[config.mk]
export PLATFORM = sky130hd
export DESIGN_NAME = spi_slave_wishbone
export DESIGN_NICKNAME = d
export VERILOG_FILES = /design/src/rtl/spi_slave_pkg.sv /design/src/rtl/spi_slave_wishbone_sync_edge.sv /design/src/rtl/spi_slave_wishbone.sv
export SDC_FILE = /design/constraint.sdc
export NUM_CORES = 1
export LEC_CHECK = 0
export ABC_CLOCK_PERIOD_IN_PS = 3600
export CAP_MARGIN = 20
export CORE_ASPECT_RATIO = 1.5
export CORE_UTILIZATION = 30
export DETAILED_ROUTE_END_ITERATION = 12
export PLACE_DENSITY_LB_ADDON = 0.25
export SYNTH_ARGS = -nofsm -noshare
export SYNTH_HDL_FRONTEND = slang
export SYNTH_SLANG_ARGS = --single-unit
[constraint.sdc]
create_clock -name CLK_I -period 3.6 [get_ports CLK_I]
set_clock_uncertainty 0.1 [all_clocks]
set_input_delay 0.9 -clock CLK_I [delete_from_list [all_inputs] [get_ports CLK_I]]
set_output_delay 0.9 -clock CLK_I [all_outputs]
set_load 0.005 [all_outputs]
[src/rtl/spi_slave_pkg.sv]
// spi_slave_pkg: shared types and constants for the
// SPI-target to Wishbone-master bridge.
package spi_slave_pkg;

    typedef enum logic [1:0] {
        F_IDLE,
        F_CMD,
        F_DATA
    } frame_state_t;

    typedef enum logic [1:0] {
        B_IDLE,
        B_WRITE,
        B_READ
    } bus_state_t;

    localparam logic [7:0] BUS_ERR_FILL = 8'hEE;
    localparam int         CMD_RNW_BIT  = 7;

endpackage

[src/rtl/spi_slave_wishbone_sync_edge.sv]
// spiSyncEdge: two-flop synchronizer plus an edge register
// for one asynchronous SPI pin.
module spiSyncEdge #(
    parameter logic RESET_VAL = 1'b0
) (
    input  logic clk,
    input  logic rst_n,
    input  logic din,
    output logic level,
    output logic rise,
    output logic fall
);

    logic meta_q, sync_q, prev_q;

    // resynchronize the pin, then keep one older sample for edges
    always_ff @(posedge clk or negedge rst_n) begin
        if (!rst_n) begin
            meta_q <= RESET_VAL;
            sync_q <= RESET_VAL;
            prev_q <= RESET_VAL;
        end else begin
            meta_q <= din;
            sync_q <= meta_q;
            prev_q <= sync_q;
        end
    end

    assign level = sync_q;
    assign rise  = sync_q & ~prev_q;
    assign fall  = ~sync_q & prev_q;

endmodule

[src/rtl/spi_slave_wishbone.sv]
// spi_slave_wishbone: SPI mode-0 target whose frames become
// Wishbone single cycles (command byte, then data bytes).
module spi_slave_wishbone
    import spi_slave_pkg::*;
#(
    parameter int         ADDR_WIDTH      = 7,
    parameter int         AUTO_INC        = 1,
    parameter logic [7:0] TURNAROUND_FILL = 8'h00
) (
    input  logic                  CLK_I,
    input  logic                  RST_I,
    input  logic                  sck,
    input  logic                  cs,
    input  logic                  mosi,
    output logic                  miso,
    output logic                  misoOe,
    output logic [ADDR_WIDTH-1:0] ADR_O,
    output logic [7:0]            DAT_O,
    input  logic [7:0]            DAT_I,
    output logic                  WE_O,
    output logic                  STB_O,
    output logic                  CYC_O,
    input  logic                  ACK_I,
    output logic                  busError
);

    localparam logic [ADDR_WIDTH-1:0] ADDR_STEP = ADDR_WIDTH'(AUTO_INC);

    logic sck_level, sck_rise, sck_fall;
    logic cs_level, cs_rise, cs_fall;
    logic mosi_level, mosi_rise, mosi_fall;
    logic unused_edges;

    frame_state_t          fstate_q, fstate_d;
    logic [2:0]            bit_cnt_q, bit_cnt_d;
    logic [6:0]            rx_q, rx_d;
    logic [7:0]            rx_byte;
    logic [7:0]            tx_q, tx_d;
    logic                  rnw_q, rnw_d;
    logic [ADDR_WIDTH-1:0] addr_q, addr_d;
    logic                  miso_q, miso_d;
    logic                  err_q, err_d;
    logic                  req_wr_q, req_wr_d;
    logic                  req_rd_q, req_rd_d;
    logic [ADDR_WIDTH-1:0] req_addr_q, req_addr_d;
    logic [7:0]            req_data_q, req_data_d;

    bus_state_t            bstate_q, bstate_d;
    logic                  stb_q, stb_d;
    logic                  we_q, we_d;
    logic [ADDR_WIDTH-1:0] adr_q, adr_d;
    logic [7:0]            dat_q, dat_d;
    logic [7:0]            rbuf_q, rbuf_d;

    logic                  bus_drop, rd_ack, rd_ok;
    logic [7:0]            rd_data;

    spiSyncEdge #(.RESET_VAL(1'b0)) u_sync_sck (
        .clk(CLK_I), .rst_n(RST_I), .din(sck),
        .level(sck_level), .rise(sck_rise), .fall(sck_fall)
    );

    spiSyncEdge #(.RESET_VAL(1'b1)) u_sync_cs (
        .clk(CLK_I), .rst_n(RST_I), .din(cs),
        .level(cs_level), .rise(cs_rise), .fall(cs_fall)
    );

    spiSyncEdge #(.RESET_VAL(1'b0)) u_sync_mosi (
        .clk(CLK_I), .rst_n(RST_I), .din(mosi),
        .level(mosi_level), .rise(mosi_rise), .fall(mosi_fall)
    );

    assign unused_edges = ^{sck_level, cs_rise, mosi_rise, mosi_fall};

    // a request arriving while a cycle is still open is lost
    assign bus_drop = (req_wr_q | req_rd_q) & (bstate_q != B_IDLE);
    // an ack in the boundary cycle itself still counts as in time
    assign rd_ack   = (bstate_q == B_READ) & ACK_I;
    assign rd_ok    = rd_ack | (bstate_q != B_READ);
    assign rd_data  = rd_ack ? DAT_I : rbuf_q;

    // frame FSM: cs framing, bit shifting and byte-boundary actions
    always_comb begin
        fstate_d   = fstate_q;
        bit_cnt_d  = bit_cnt_q;
        rx_d       = rx_q;
        tx_d       = tx_q;
        rnw_d      = rnw_q;
        addr_d     = addr_q;
        miso_d     = miso_q;
        err_d      = err_q;
        req_wr_d   = 1'b0;
        req_rd_d   = 1'b0;
        req_addr_d = req_addr_q;
        req_data_d = req_data_q;
        rx_byte    = {rx_q, mosi_level};
        if (bus_drop) err_d = 1'b1;
        if (cs_level) begin
            fstate_d = F_IDLE;
            miso_d   = 1'b0;
        end else begin
            if (cs_fall) begin
                fstate_d  = F_CMD;
                bit_cnt_d = 3'd0;
                tx_d      = TURNAROUND_FILL;
                err_d     = 1'b0;
                miso_d    = TURNAROUND_FILL[7];
            end
            if (fstate_d != F_IDLE) begin
                if (sck_rise) begin
                    rx_d      = rx_byte[6:0];
                    bit_cnt_d = bit_cnt_d + 3'd1;
                    if (bit_cnt_d == 3'd0) begin
                        unique case (fstate_d)
                            F_CMD: begin
                                rnw_d    = rx_byte[CMD_RNW_BIT];
                                addr_d   = rx_byte[ADDR_WIDTH-1:0];
                                fstate_d = F_DATA;
                                if (rx_byte[CMD_RNW_BIT]) begin
                                    req_rd_d   = 1'b1;
                                    req_addr_d = rx_byte[ADDR_WIDTH-1:0];
                                end
                            end
                            F_DATA: begin
                                if (rnw_q) begin
                                    if (rd_ok) begin
                                        tx_d = rd_data;
                                    end else begin
                                        tx_d  = BUS_ERR_FILL;
                                        err_d = 1'b1;
                                    end
                                    addr_d     = addr_q + ADDR_STEP;
                                    req_rd_d   = 1'b1;
                                    req_addr_d = addr_d;
                                end else begin
                                    req_wr_d   = 1'b1;
                                    req_addr_d = addr_q;
                                    req_data_d = rx_byte;
                                    addr_d     = addr_q + ADDR_STEP;
                                end
                            end
                            default: ;
                        endcase
                    end
                end
                if (sck_fall) miso_d = tx_d[3'd7 - bit_cnt_d];
            end
        end
    end

    // frame FSM state and registered frame-side outputs
    always_ff @(posedge CLK_I or negedge RST_I) begin
        if (!RST_I) begin
            fstate_q   <= F_IDLE;
            bit_cnt_q  <= 3'd0;
            rx_q       <= 7'd0;
            tx_q       <= TURNAROUND_FILL;
            rnw_q      <= 1'b0;
            addr_q     <= '0;
            miso_q     <= 1'b0;
            err_q      <= 1'b0;
            req_wr_q   <= 1'b0;
            req_rd_q   <= 1'b0;
            req_addr_q <= '0;
            req_data_q <= 8'd0;
        end else begin
            fstate_q   <= fstate_d;
            bit_cnt_q  <= bit_cnt_d;
            rx_q       <= rx_d;
            tx_q       <= tx_d;
            rnw_q      <= rnw_d;
            addr_q     <= addr_d;
            miso_q     <= miso_d;
            err_q      <= err_d;
            req_wr_q   <= req_wr_d;
            req_rd_q   <= req_rd_d;
            req_addr_q <= req_addr_d;
            req_data_q <= req_data_d;
        end
    end

    // bus FSM: one Wishbone cycle per request, held until ACK
    always_comb begin
        bstate_d = bstate_q;
        stb_d    = stb_q;
        we_d     = we_q;
        adr_d    = adr_q;
        dat_d    = dat_q;
        rbuf_d   = rbuf_q;
        unique case (bstate_q)
            B_IDLE: begin
                if (req_wr_q) begin
                    bstate_d = B_WRITE;
                    stb_d    = 1'b1;
                    we_d     = 1'b1;
                    adr_d    = req_addr_q;
                    dat_d    = req_data_q;
                end else if (req_rd_q) begin
                    bstate_d = B_READ;
                    stb_d    = 1'b1;
                    we_d     = 1'b0;
                    adr_d    = req_addr_q;
                end
            end
            B_WRITE, B_READ: begin
                if (ACK_I) begin
                    bstate_d = B_IDLE;
                    stb_d    = 1'b0;
                    we_d     = 1'b0;
                    if (bstate_q == B_READ) rbuf_d = DAT_I;
                end
            end
            default: bstate_d = B_IDLE;
        endcase
    end

    // bus FSM state and registered Wishbone outputs
    always_ff @(posedge CLK_I or negedge RST_I) begin
        if (!RST_I) begin
            bstate_q <= B_IDLE;
            stb_q    <= 1'b0;
            we_q     <= 1'b0;
            adr_q    <= '0;
            dat_q    <= 8'd0;
            rbuf_q   <= 8'd0;
        end else begin
            bstate_q <= bstate_d;
            stb_q    <= stb_d;
            we_q     <= we_d;
            adr_q    <= adr_d;
            dat_q    <= dat_d;
            rbuf_q   <= rbuf_d;
        end
    end

    assign misoOe   = ~cs_level;
    assign miso     = miso_q & ~cs_level;
    assign STB_O    = stb_q;
    assign CYC_O    = stb_q;
    assign WE_O     = we_q;
    assign ADR_O    = adr_q;
    assign DAT_O    = dat_q;
    assign busError = err_q;

endmodule

==> results of run 1 <==
[worst max-delay path, stage by stage, from the launching register on]
cell and delay (ps):
sky130_fd_sc_hd__dfstp_2 680, sky130_fd_sc_hd__nand2b_2 270, sky130_fd_sc_hd__nand2_1 160, sky130_fd_sc_hd__inv_1 110, sky130_fd_sc_hd__ha_1 270, sky130_fd_sc_hd__nand2b_1 160, sky130_fd_sc_hd__nor2_1 120, sky130_fd_sc_hd__or3_1 510
sky130_fd_sc_hd__or3_1 390, sky130_fd_sc_hd__a41oi_1 210, sky130_fd_sc_hd__o311ai_1 150
[cell usage in the layout, fill, tap and decap left out, types with 2 or more instances in the layout]
cell type and n:
sky130_fd_sc_hd__and2_1 2, sky130_fd_sc_hd__nor3b_1 2, sky130_fd_sc_hd__o31ai_1 3, sky130_fd_sc_hd__a22o_1 3
sky130_fd_sc_hd__a21oi_1 21, sky130_fd_sc_hd__a32o_1 3, sky130_fd_sc_hd__nand2_1 23, sky130_fd_sc_hd__xor2_1 5
sky130_fd_sc_hd__o311ai_0 2, sky130_fd_sc_hd__buf_4 6, sky130_fd_sc_hd__clkinv_2 2, sky130_fd_sc_hd__clkinvlp_4 2
sky130_fd_sc_hd__clkbuf_16 9, sky130_fd_sc_hd__dfstp_2 3, sky130_fd_sc_hd__o22ai_1 9, sky130_fd_sc_hd__o211ai_1 2
sky130_fd_sc_hd__nand3_1 10, sky130_fd_sc_hd__clkdlybuf4s50_1 33, sky130_fd_sc_hd__nand3b_1 3, sky130_fd_sc_hd__dfrtp_1 79
sky130_fd_sc_hd__clkbuf_8 3, sky130_fd_sc_hd__o21ai_0 21, sky130_fd_sc_hd__and3_1 5, sky130_fd_sc_hd__ha_1 10
sky130_fd_sc_hd__nor2_1 20, sky130_fd_sc_hd__o2bb2ai_1 3, sky130_fd_sc_hd__nor3_1 4, sky130_fd_sc_hd__mux2_2 47
sky130_fd_sc_hd__nand2b_1 7, sky130_fd_sc_hd__xnor2_1 4, sky130_fd_sc_hd__inv_1 10, sky130_fd_sc_hd__nor2b_1 3
sky130_fd_sc_hd__or3_1 3, sky130_fd_sc_hd__mux2i_1 4
[final timing paths]
path	startpoint	endpoint	slack [ps]	cells after the start
max in group asynchronous	RST_I	WE_O$_DFFE_PN0P_	2200	2
min in group asynchronous	RST_I	u_sync_sck.level$_DFF_PN0_	450	1
worst min register to register	u_sync_sck.meta_q$_DFF_PN0_	u_sync_sck.level$_DFF_PN0_	250	0
worst max-delay path	u_sync_cs.level$_DFF_PN1_	miso_q$_DFF_PN0_	350	10
worst min-delay path	u_sync_sck.meta_q$_DFF_PN0_	u_sync_sck.level$_DFF_PN0_	250	0
worst max register to register	u_sync_cs.level$_DFF_PN1_	miso_q$_DFF_PN0_	350	10
[layout make-up]
type,count,area (sq um)
repair buffers,39,375.4
multi-input cells,244,1831
well taps,159,198.9
clock buffers,12,266.5
flip-flops and latches,82,2056
inverters,10,37.54
clock inverters,4,25.02
fillers,1318,8228
[synthesized netlist by cell type, types with 4 or more instances]
cell / count
sky130_fd_sc_hd__mux2i_1: 4
sky130_fd_sc_hd__nand2b_1: 7
sky130_fd_sc_hd__mux2_2: 47
sky130_fd_sc_hd__o22ai_1: 9
sky130_fd_sc_hd__nor3_1: 4
sky130_fd_sc_hd__nor2_1: 20
sky130_fd_sc_hd__inv_1: 10
sky130_fd_sc_hd__a21oi_1: 21
sky130_fd_sc_hd__nand3_1: 10
sky130_fd_sc_hd__nand2_1: 23
sky130_fd_sc_hd__ha_1: 10
sky130_fd_sc_hd__and3_1: 5
sky130_fd_sc_hd__dfrtp_1: 79
sky130_fd_sc_hd__xor2_1: 5
sky130_fd_sc_hd__xnor2_1: 4
sky130_fd_sc_hd__o21ai_0: 21
sky130_fd_sc_hd__clkbuf_1: 8
[stage by stage]
step	hold slack [ps]	power, mW
2_1_floorplan	231.2	1.061
3_3_place_gp	233.7	1.130
3_5_place_dp	239.6	1.132
4_1_cts	253.3	2.024
5_1_grt	259.2	2.080
6_report	248.7	1.992
[layer usage]
layer  track usage  routed length, um  up-vias  part of all wire
li1              -                  -     1337                 -
met1        0.1634               3602     1360              0.40
met2        0.2546               4863       40              0.54
met3       0.03016                261       19             0.029
met4       0.07384                275        0             0.031
met5             0                  0        -                 0
[kinds of logic (layout without fill, tap and decap cells)]
group           after synthesis  count (layout)
xor+xnor                      9               9
compound gates               80              80
flops                        82              82
fa+ha+maj                    10              10
mux                          52              52
buf+inv                      24              65
simple gates                 93              93
[state kept, by name, indices dropped and copies added (netlist names), 2 cells and up]
signal / flops
ADR_O: 7
DAT_O: 8
addr_q: 7
bit_cnt_q: 3
bstate_q: 2
fstate_q: 2
rbuf_q: 8
req_addr_q: 7
req_data_q: 8
rx_q: 7
tx_q: 8
[power breakdown]
part | internal (mW) | switching (mW)
logic | 0.0571 | 0.0728
clock network | 0.521 | 0.360
registers | 0.948 | 0.0325
==> results.cfg, run 1 <==
[synthesis]
yosys_warnings = 0
postSynthRegisterBits = 82
synthTopCellsByArea = sky130_fd_sc_hd__dfrtp_1 49%, sky130_fd_sc_hd__mux2_2 13%, sky130_fd_sc_hd__ha_1 3.1%
synthCells = 350
synth_top_family_by_area = multiplexers
ys_dominant_reg_cell = sky130_fd_sc_hd__dfrtp_1
netlist.top_cell.by_area = sky130_fd_sc_hd__dfrtp_1
ys_seq_area_frac = 0.5146
synth.mux.area_fraction = 0.1453
post_synth_instance_area_sq_um = 3995
post_synth_num_cell_types = 58
synth_compound_area_frac = 0.1312
synthXorXnorAreaFrac = 0.01973
synth_fp_nets = 374
synthSimpleGateAreaFrac = 0.1306
yosys.area.top_type_share = 0.4948
edff_count_synth = 0
synth-async-reset-ratio = 1.000
syn-mean-instance-area_sq_um = 11.41
yosys.area_share.adder = 0.03132

[drt]
drt-pass1-iter-count = 4
drt_iter0_drc = 132
route.antenna.remaining_nets = 0
detailroute.via_count = 2756
drt-total-wl_um = 9003
drt-wirelength-per-cell_um = 16.37
route.detailed.drc = 0
post_drt_via_cell_ratio = 5.011

[die]
die-height_um = 143.3
start_util = 0.3069
design.core.area_sq_um = 13020
die-area_sq_um = 13790
core.rowCount = 51
boundaryPins = 35
die_w_um = 96.22

[setup_path]
crit_path_start_kind = flip-flop
arrival_ps = 3340
cp.required_ps = 3690
worstSetupPathType = flip-flop to flip-flop
critical_path.max_fanout = 14
worstSetupEndpointType = flip-flop

[timing]
maxSlewHeadroom = 0.5346
tightest_slew_ps = 678.7
setup_slack_ps = 347.4
rsz_0062_raised_after_global_routing = no
timing.setup.tns_ps = 0
final_clock_period_utilization_by_the_worst_path = 0.9035
hold_violations_final = 0
maxClockFrequency_mhz = 307.4
layout_min_cycle_time_ps = 3253
timing_max_transition_violations_final = 0
number_of_setup_violations_in_the_final_report = 0

[cts]
cts-resized-gates = 0
cts_max_level = 3
holdBufCountCts = 0
clock_tree.buffer_depth = 2
cts_made_buffers = 9
clk_lat_worst_skew_ps = 330
cts_tree = built
clk_pin_slew_worst_paths_ps = 60
clock_sink_count = 82
cts_post_setup_buffers_inserted = 0
clk_root_buffer_cell = sky130_fd_sc_hd__clkbuf_16

[place]
place.gp.congestion = 0.8548
postPlaceCellArea_sq_um = 4498
port-buffer-count = 34
detailedPlace.worstSlack_ps = 332.6
hpwl_um = 6549
dp_cells = 534

[grt]
grt_antenna_before_repair = 0
global_route.usage.total = 0.1455
maximum_number_of_pins_on_one_net_before_global_route_repair = 41
first_pass_grt_wire_length_um = 14860
globalRoute.totalOverflow = 0
number_of_global_route_vias_before_repair = 2888

[run_status]
run_status = finished, final reports clean

[finish]
finalNetCount = 410
post-route-cell-area_sq_um = 4790
flow.area_growth_from_synthesis_pct = 19.89
share_of_cells_above_drive_strength_1 = 0.2148
post_layout_util = 0.3679
fin_cells = 550
n_antenna_cell = 0

[pwr]
power-per-cell-area_nw_per_um2 = 415.9
vdd_ir_drop_max_mv = 0.1953
leakagePower_nw = 2.137

[min_path]
min-delay-path-class = flip-flop to flip-flop

[run]
maxCapViolCount = 0
No activity file was read; power rests on OpenSTA's default activity.
==> run 2: changes to the inputs <==
--- a/config.mk
+++ b/config.mk
@@ -6,7 +6,8 @@
 export NUM_CORES = 1
 export LEC_CHECK = 0
 export ABC_CLOCK_PERIOD_IN_PS = 3600
-export CAP_MARGIN = 20
+export CELL_PAD_IN_SITES_DETAIL_PLACEMENT = 0
+export CELL_PAD_IN_SITES_GLOBAL_PLACEMENT = 1
 export CORE_ASPECT_RATIO = 1.5
 export CORE_UTILIZATION = 30
 export DETAILED_ROUTE_END_ITERATION = 12
==> results.cfg, run 2 (synthesis gave the netlist of run 1 again) <==
[cts]
cts_max_level = 3
cts_tree = built
clock_sink_count = 82
clk_lat_worst_skew_ps = 330
cts_post_setup_buffers_inserted = 0
cts_made_buffers = 9
clock_tree.buffer_depth = 2
cts-resized-gates = 0
holdBufCountCts = 0
clk_root_buffer_cell = sky130_fd_sc_hd__clkbuf_16
clk_pin_slew_worst_paths_ps = 60

[place]
dp_cells = 532
place.gp.congestion = 0.8105
port-buffer-count = 34
hpwl_um = 6515
detailedPlace.worstSlack_ps = 349.9
postPlaceCellArea_sq_um = 4483

[die]
core.rowCount = 51
die-height_um = 143.3
die_w_um = 96.22
die-area_sq_um = 13790
boundaryPins = 35
design.core.area_sq_um = 13020
start_util = 0.3069

[setup_path]
worstSetupPathType = flip-flop to flip-flop
crit_path_start_kind = flip-flop
cp.required_ps = 3720
worstSetupEndpointType = flip-flop
arrival_ps = 3390
critical_path.max_fanout = 14

[drt]
post_drt_via_cell_ratio = 5.053
drt-total-wl_um = 9199
drt_iter0_drc = 90
route.detailed.drc = 0
detailroute.via_count = 2764
drt-pass1-iter-count = 4
route.antenna.remaining_nets = 0
drt-wirelength-per-cell_um = 16.82

[grt]
use_met2 = 0.2632
global_route.usage.total = 0.1490
gr-usage-met3 = 0.02857
gr-usage-met1 = 0.1731
number_of_global_route_vias_before_repair = 2917
grt_antenna_before_repair = 0
maximum_number_of_pins_on_one_net_before_global_route_repair = 83
routing_layer_with_the_top_usage_in_global_route = met2
globalRoute.totalOverflow = 0
first_pass_grt_wire_length_um = 15240

[timing]
tightest_slew_ps = 1069
timing.setup.tns_ps = 0
hold_violations_final = 0
finalHoldWorstSlack_ps = 249.5
setup_slack_ps = 329.1
maxSlewHeadroom = 0.2874
rsz_0062_raised_after_global_routing = no
final_clock_period_utilization_by_the_worst_path = 0.9086
timing_max_transition_violations_final = 0
maxClockFrequency_mhz = 305.7
layout_min_cycle_time_ps = 3271
number_of_setup_violations_in_the_final_report = 0

[min_path]
min-delay-path-class = flip-flop to flip-flop

[run]
maxCapViolCount = 0

[finish]
fin_cells = 547
flow.area_growth_from_synthesis_pct = 19.35
post_layout_util = 0.3663
most_frequent_standard_cell_in_the_layout_excluding_fill_and_tap_cells = sky130_fd_sc_hd__dfrtp_1
most-common-layout-cells = 79 x sky130_fd_sc_hd__dfrtp_1, 47 x sky130_fd_sc_hd__mux2_2, 33 x sky130_fd_sc_hd__clkdlybuf4s50_1, 23 x sky130_fd_sc_hd__nand2_1
share_of_cells_above_drive_strength_1 = 0.2062
n_antenna_cell = 0
post-route-cell-area_sq_um = 4768
finalNetCount = 408
fill_cells = 1355

[pwr]
total_design_power_mw = 2.001
vdd_ir_drop_max_mv = 0.2034
power-per-cell-area_nw_per_um2 = 419.6
leakagePower_nw = 2.125

[run_status]
run_status = finished, final reports clean
run 2: layer usage:
metal  vias up  wire length (um)
li1       1327                 -
met1      1375              3785
met2        46              4969
met3        16               239
met4         0               203
met5         -                 0
run 2: critical path: stages, from the launching register on:
cell and delay (ps):
sky130_fd_sc_hd__dfstp_2 690, sky130_fd_sc_hd__nand2b_2 280, sky130_fd_sc_hd__nand2_1 160, sky130_fd_sc_hd__inv_1 110
sky130_fd_sc_hd__ha_1 280, sky130_fd_sc_hd__nand2b_1 160, sky130_fd_sc_hd__nor2_1 130, sky130_fd_sc_hd__or3_1 510
sky130_fd_sc_hd__nor2_1 300, sky130_fd_sc_hd__o21ai_2 200, sky130_fd_sc_hd__a32o_1 240
run 2: final cells by class:
| type | instances | area (sq um) | area share |
|---|---|---|---|
| Clock buffer | 10 | 229.0 | 0.04802 |
| Multi-Input combinational cell | 244 | 1831 | 0.3839 |
| Sequential cell | 82 | 2056 | 0.4311 |
| Inverter | 10 | 37.54 | 0.007872 |
| Timing Repair Buffer | 37 | 360.3 | 0.07557 |
| Tap cell | 159 | 198.9 | 0.04172 |
| Clock inverter | 5 | 56.30 | 0.01181 |
run 2: path summary, 6_finish.rpt:
check | start | to | slack, ps | cells past startpoint
setup / recovery | u_sync_cs.level$_DFF_PN1_ | tx_q[0]$_DFFE_PN0N_ | 330 | 10
hold reg to reg | u_sync_mosi.meta_q$_DFF_PN0_ | u_sync_mosi.level$_DFF_PN0_ | 250 | 0
hold / removal | u_sync_mosi.meta_q$_DFF_PN0_ | u_sync_mosi.level$_DFF_PN0_ | 250 | 0
setup reg to reg | u_sync_cs.level$_DFF_PN1_ | tx_q[0]$_DFFE_PN0N_ | 330 | 10
max in group asynchronous | RST_I | tx_q[5]$_DFFE_PN0N_ | 2050 | 1
min in group asynchronous | RST_I | u_sync_sck.prev_q$_DFF_PN0_ | 640 | 1
run 2: power by group:
| group | total, mW | switching, mW | internal, mW |
|---|---|---|---|
| logic | 0.125 | 0.0693 | 0.0557 |
| registers | 0.984 | 0.0360 | 0.948 |
| clock network | 0.892 | 0.360 | 0.532 |
==> run 3: changes to the inputs <==
--- a/config.mk
+++ b/config.mk
@@ -9,7 +9,8 @@
 export CELL_PAD_IN_SITES_DETAIL_PLACEMENT = 0
 export CELL_PAD_IN_SITES_GLOBAL_PLACEMENT = 1
 export CORE_ASPECT_RATIO = 1.5
-export CORE_UTILIZATION = 30
+export CORE_MARGIN = 2
+export CORE_UTILIZATION = 46
 export DETAILED_ROUTE_END_ITERATION = 12
 export PLACE_DENSITY_LB_ADDON = 0.25
 export SYNTH_ARGS = -nofsm -noshare
==> results.cfg, run 3 (synthesis gave the netlist of run 1 again) <==
[setup_path]
arrival_ps = 3210
critical_path.max_fanout = 10
crit_start = u_sync_cs.prev_q$_DFF_PN1_
worstSetupEndpointType = flip-flop
worstSetupPathType = flip-flop to flip-flop
cp.required_ps = 3710
launch_point_of_the_worst_reg_to_reg_path = u_sync_cs.prev_q$_DFF_PN1_
r2r-end = miso_q$_DFF_PN0_
reg2regPathDepth = 10
r2r_setup_slack_ps = 500
crit_path_start_kind = flip-flop

[cts]
cts_max_level = 3
clk_lat_worst_skew_ps = 340
clock_sink_count = 82
clock_tree.buffer_depth = 2
cts-resized-gates = 0
cts_made_buffers = 9
cts_tree = built
clk_pin_slew_worst_paths_ps = 60
cts_post_setup_buffers_inserted = 0
clk_root_buffer_cell = sky130_fd_sc_hd__clkbuf_16
holdBufCountCts = 0

[timing]
maxSlewHeadroom = 0.3200
setup_slack_ps = 496.1
final_clock_period_utilization_by_the_worst_path = 0.8622
timing_max_transition_violations_final = 0
tightest_slew_ps = 1020
hold_violations_final = 0
maxClockFrequency_mhz = 322.2
number_of_setup_violations_in_the_final_report = 0
rsz_0062_raised_after_global_routing = no
timing.setup.tns_ps = 0
layout_min_cycle_time_ps = 3104

[finish]
post-route-cell-area_sq_um = 4780
fill_cells = 749
most-common-layout-cells = 79 x sky130_fd_sc_hd__dfrtp_1, 47 x sky130_fd_sc_hd__mux2_2, 33 x sky130_fd_sc_hd__clkdlybuf4s50_1, 23 x sky130_fd_sc_hd__nand2_1
most_frequent_standard_cell_in_the_layout_excluding_fill_and_tap_cells = sky130_fd_sc_hd__dfrtp_1
flow.area_growth_from_synthesis_pct = 19.64
share_of_cells_above_drive_strength_1 = 0.2168
n_antenna_cell = 0
finalNetCount = 411

[drt]
detailroute.via_count = 2785
route.antenna.remaining_nets = 0
drt-total-wl_um = 8304
drt_iter0_drc = 64
drt-wirelength-per-cell_um = 16.64
route.detailed.drc = 0
post_drt_via_cell_ratio = 5.581
drt-pass1-iter-count = 4

[place]
port-buffer-count = 34
detailedPlace.worstSlack_ps = 509.5
hpwl_um = 5903
place.gp.congestion = 0.8449
postPlaceCellArea_sq_um = 4441

[min_path]
whs_path_depth = 0
min-delay-path-class = flip-flop to flip-flop
hold_path_startpoint = u_sync_sck.meta_q$_DFF_PN0_
timing.hold.worst_endpoint = u_sync_sck.level$_DFF_PN0_

[run_status]
run_status = finished, final reports clean

[grt]
grt_antenna_before_repair = 0
first_pass_grt_wire_length_um = 13910
maximum_number_of_pins_on_one_net_before_global_route_repair = 83
globalRoute.totalOverflow = 0
global_route.usage.total = 0.1922
number_of_global_route_vias_before_repair = 2905

[die]
start_util = 0.4749
die_w_um = 80.09
design.core.area_sq_um = 8413
die-height_um = 118.1
boundaryPins = 35
core.rowCount = 41
die-area_sq_um = 9461

[pwr]
total_design_power_mw = 2.127
vdd_ir_drop_max_mv = 0.3746
power-per-cell-area_nw_per_um2 = 445.1
leakagePower_nw = 2.167

[run]
maxCapViolCount = 0
run 3: changes by cell type in the layout (fill, tap and decap cells not counted):
cell,previous run,this run
sky130_fd_sc_hd__clkinv_2,2,1
sky130_fd_sc_hd__buf_4,4,7
sky130_fd_sc_hd__bufinv_16,1,2
sky130_fd_sc_hd__clkbuf_8,0,3
sky130_fd_sc_hd__clkinv_4,1,0
sky130_fd_sc_hd__clkbuf_1,1,0
run 3: metrics by stage:
step / hold WS, ps / utilization / cells
floorplan: 231.2 / - / 350
finish: 249.0 / 0.5681 / 499
detailed placement: 241.8 / 0.5278 / 483
global route: 263.4 / 0.5681 / 499
CTS: 254.7 / 0.5681 / 499
global placement: 233.8 / 0.5278 / 483
run 3: worst max-delay path by stage:
stage                                     end  slack, ps  cells after the start
floorplan           req_addr_q[0]$_DFFE_PN0P_        510                     11
global placement    req_addr_q[0]$_DFFE_PN0P_        570                      9
detailed placement           miso_q$_DFF_PN0_        510                     10
CTS                          miso_q$_DFF_PN0_        500                     10
global route                 miso_q$_DFF_PN0_        290                     10
finish                       miso_q$_DFF_PN0_        500                     10
run 3: area by class of cell:
class	count	area, sq um	area share
Multi-Input combinational cell	244	1831	0.3830
Clock buffer	12	266.5	0.05576
Inverter	10	37.54	0.007853
Clock inverter	4	72.57	0.01518
Sequential cell	82	2056	0.4301
Timing Repair Buffer	40	382.9	0.08010
Tap cell	107	133.9	0.02801
run 3: per-layer routing:
| metal | track usage | up-vias | wire length, um |
|---|---|---|---|
| met5 | 0 | - | 0 |
| met4 | 0.1081 | 0 | 306 |
| met3 | 0.04427 | 24 | 212 |
| met2 | 0.3234 | 37 | 4413 |
| met1 | 0.2196 | 1388 | 3372 |
| li1 | - | 1336 | - |
run 3: worst max-delay path, cell delays in order, from the launching register on:
cell and delay (ps):
sky130_fd_sc_hd__dfstp_2 640, sky130_fd_sc_hd__nand2b_2 170, sky130_fd_sc_hd__nand2_1 190, sky130_fd_sc_hd__inv_1 80
sky130_fd_sc_hd__ha_1 270, sky130_fd_sc_hd__nand2b_1 180, sky130_fd_sc_hd__nor2_1 390, sky130_fd_sc_hd__or3_1 310
sky130_fd_sc_hd__mux2_2 360, sky130_fd_sc_hd__o2111ai_1 170, sky130_fd_sc_hd__o311ai_1 120
run 3: report_power, final:
part / internal, mW / total [mW] / leakage (nW) / switching (mW)
clock network: 0.662 / 1.02 / 0.165 / 0.358
logic: 0.0574 / 0.128 / 0.884 / 0.0706
registers: 0.948 / 0.979 / 1.12 / 0.0315
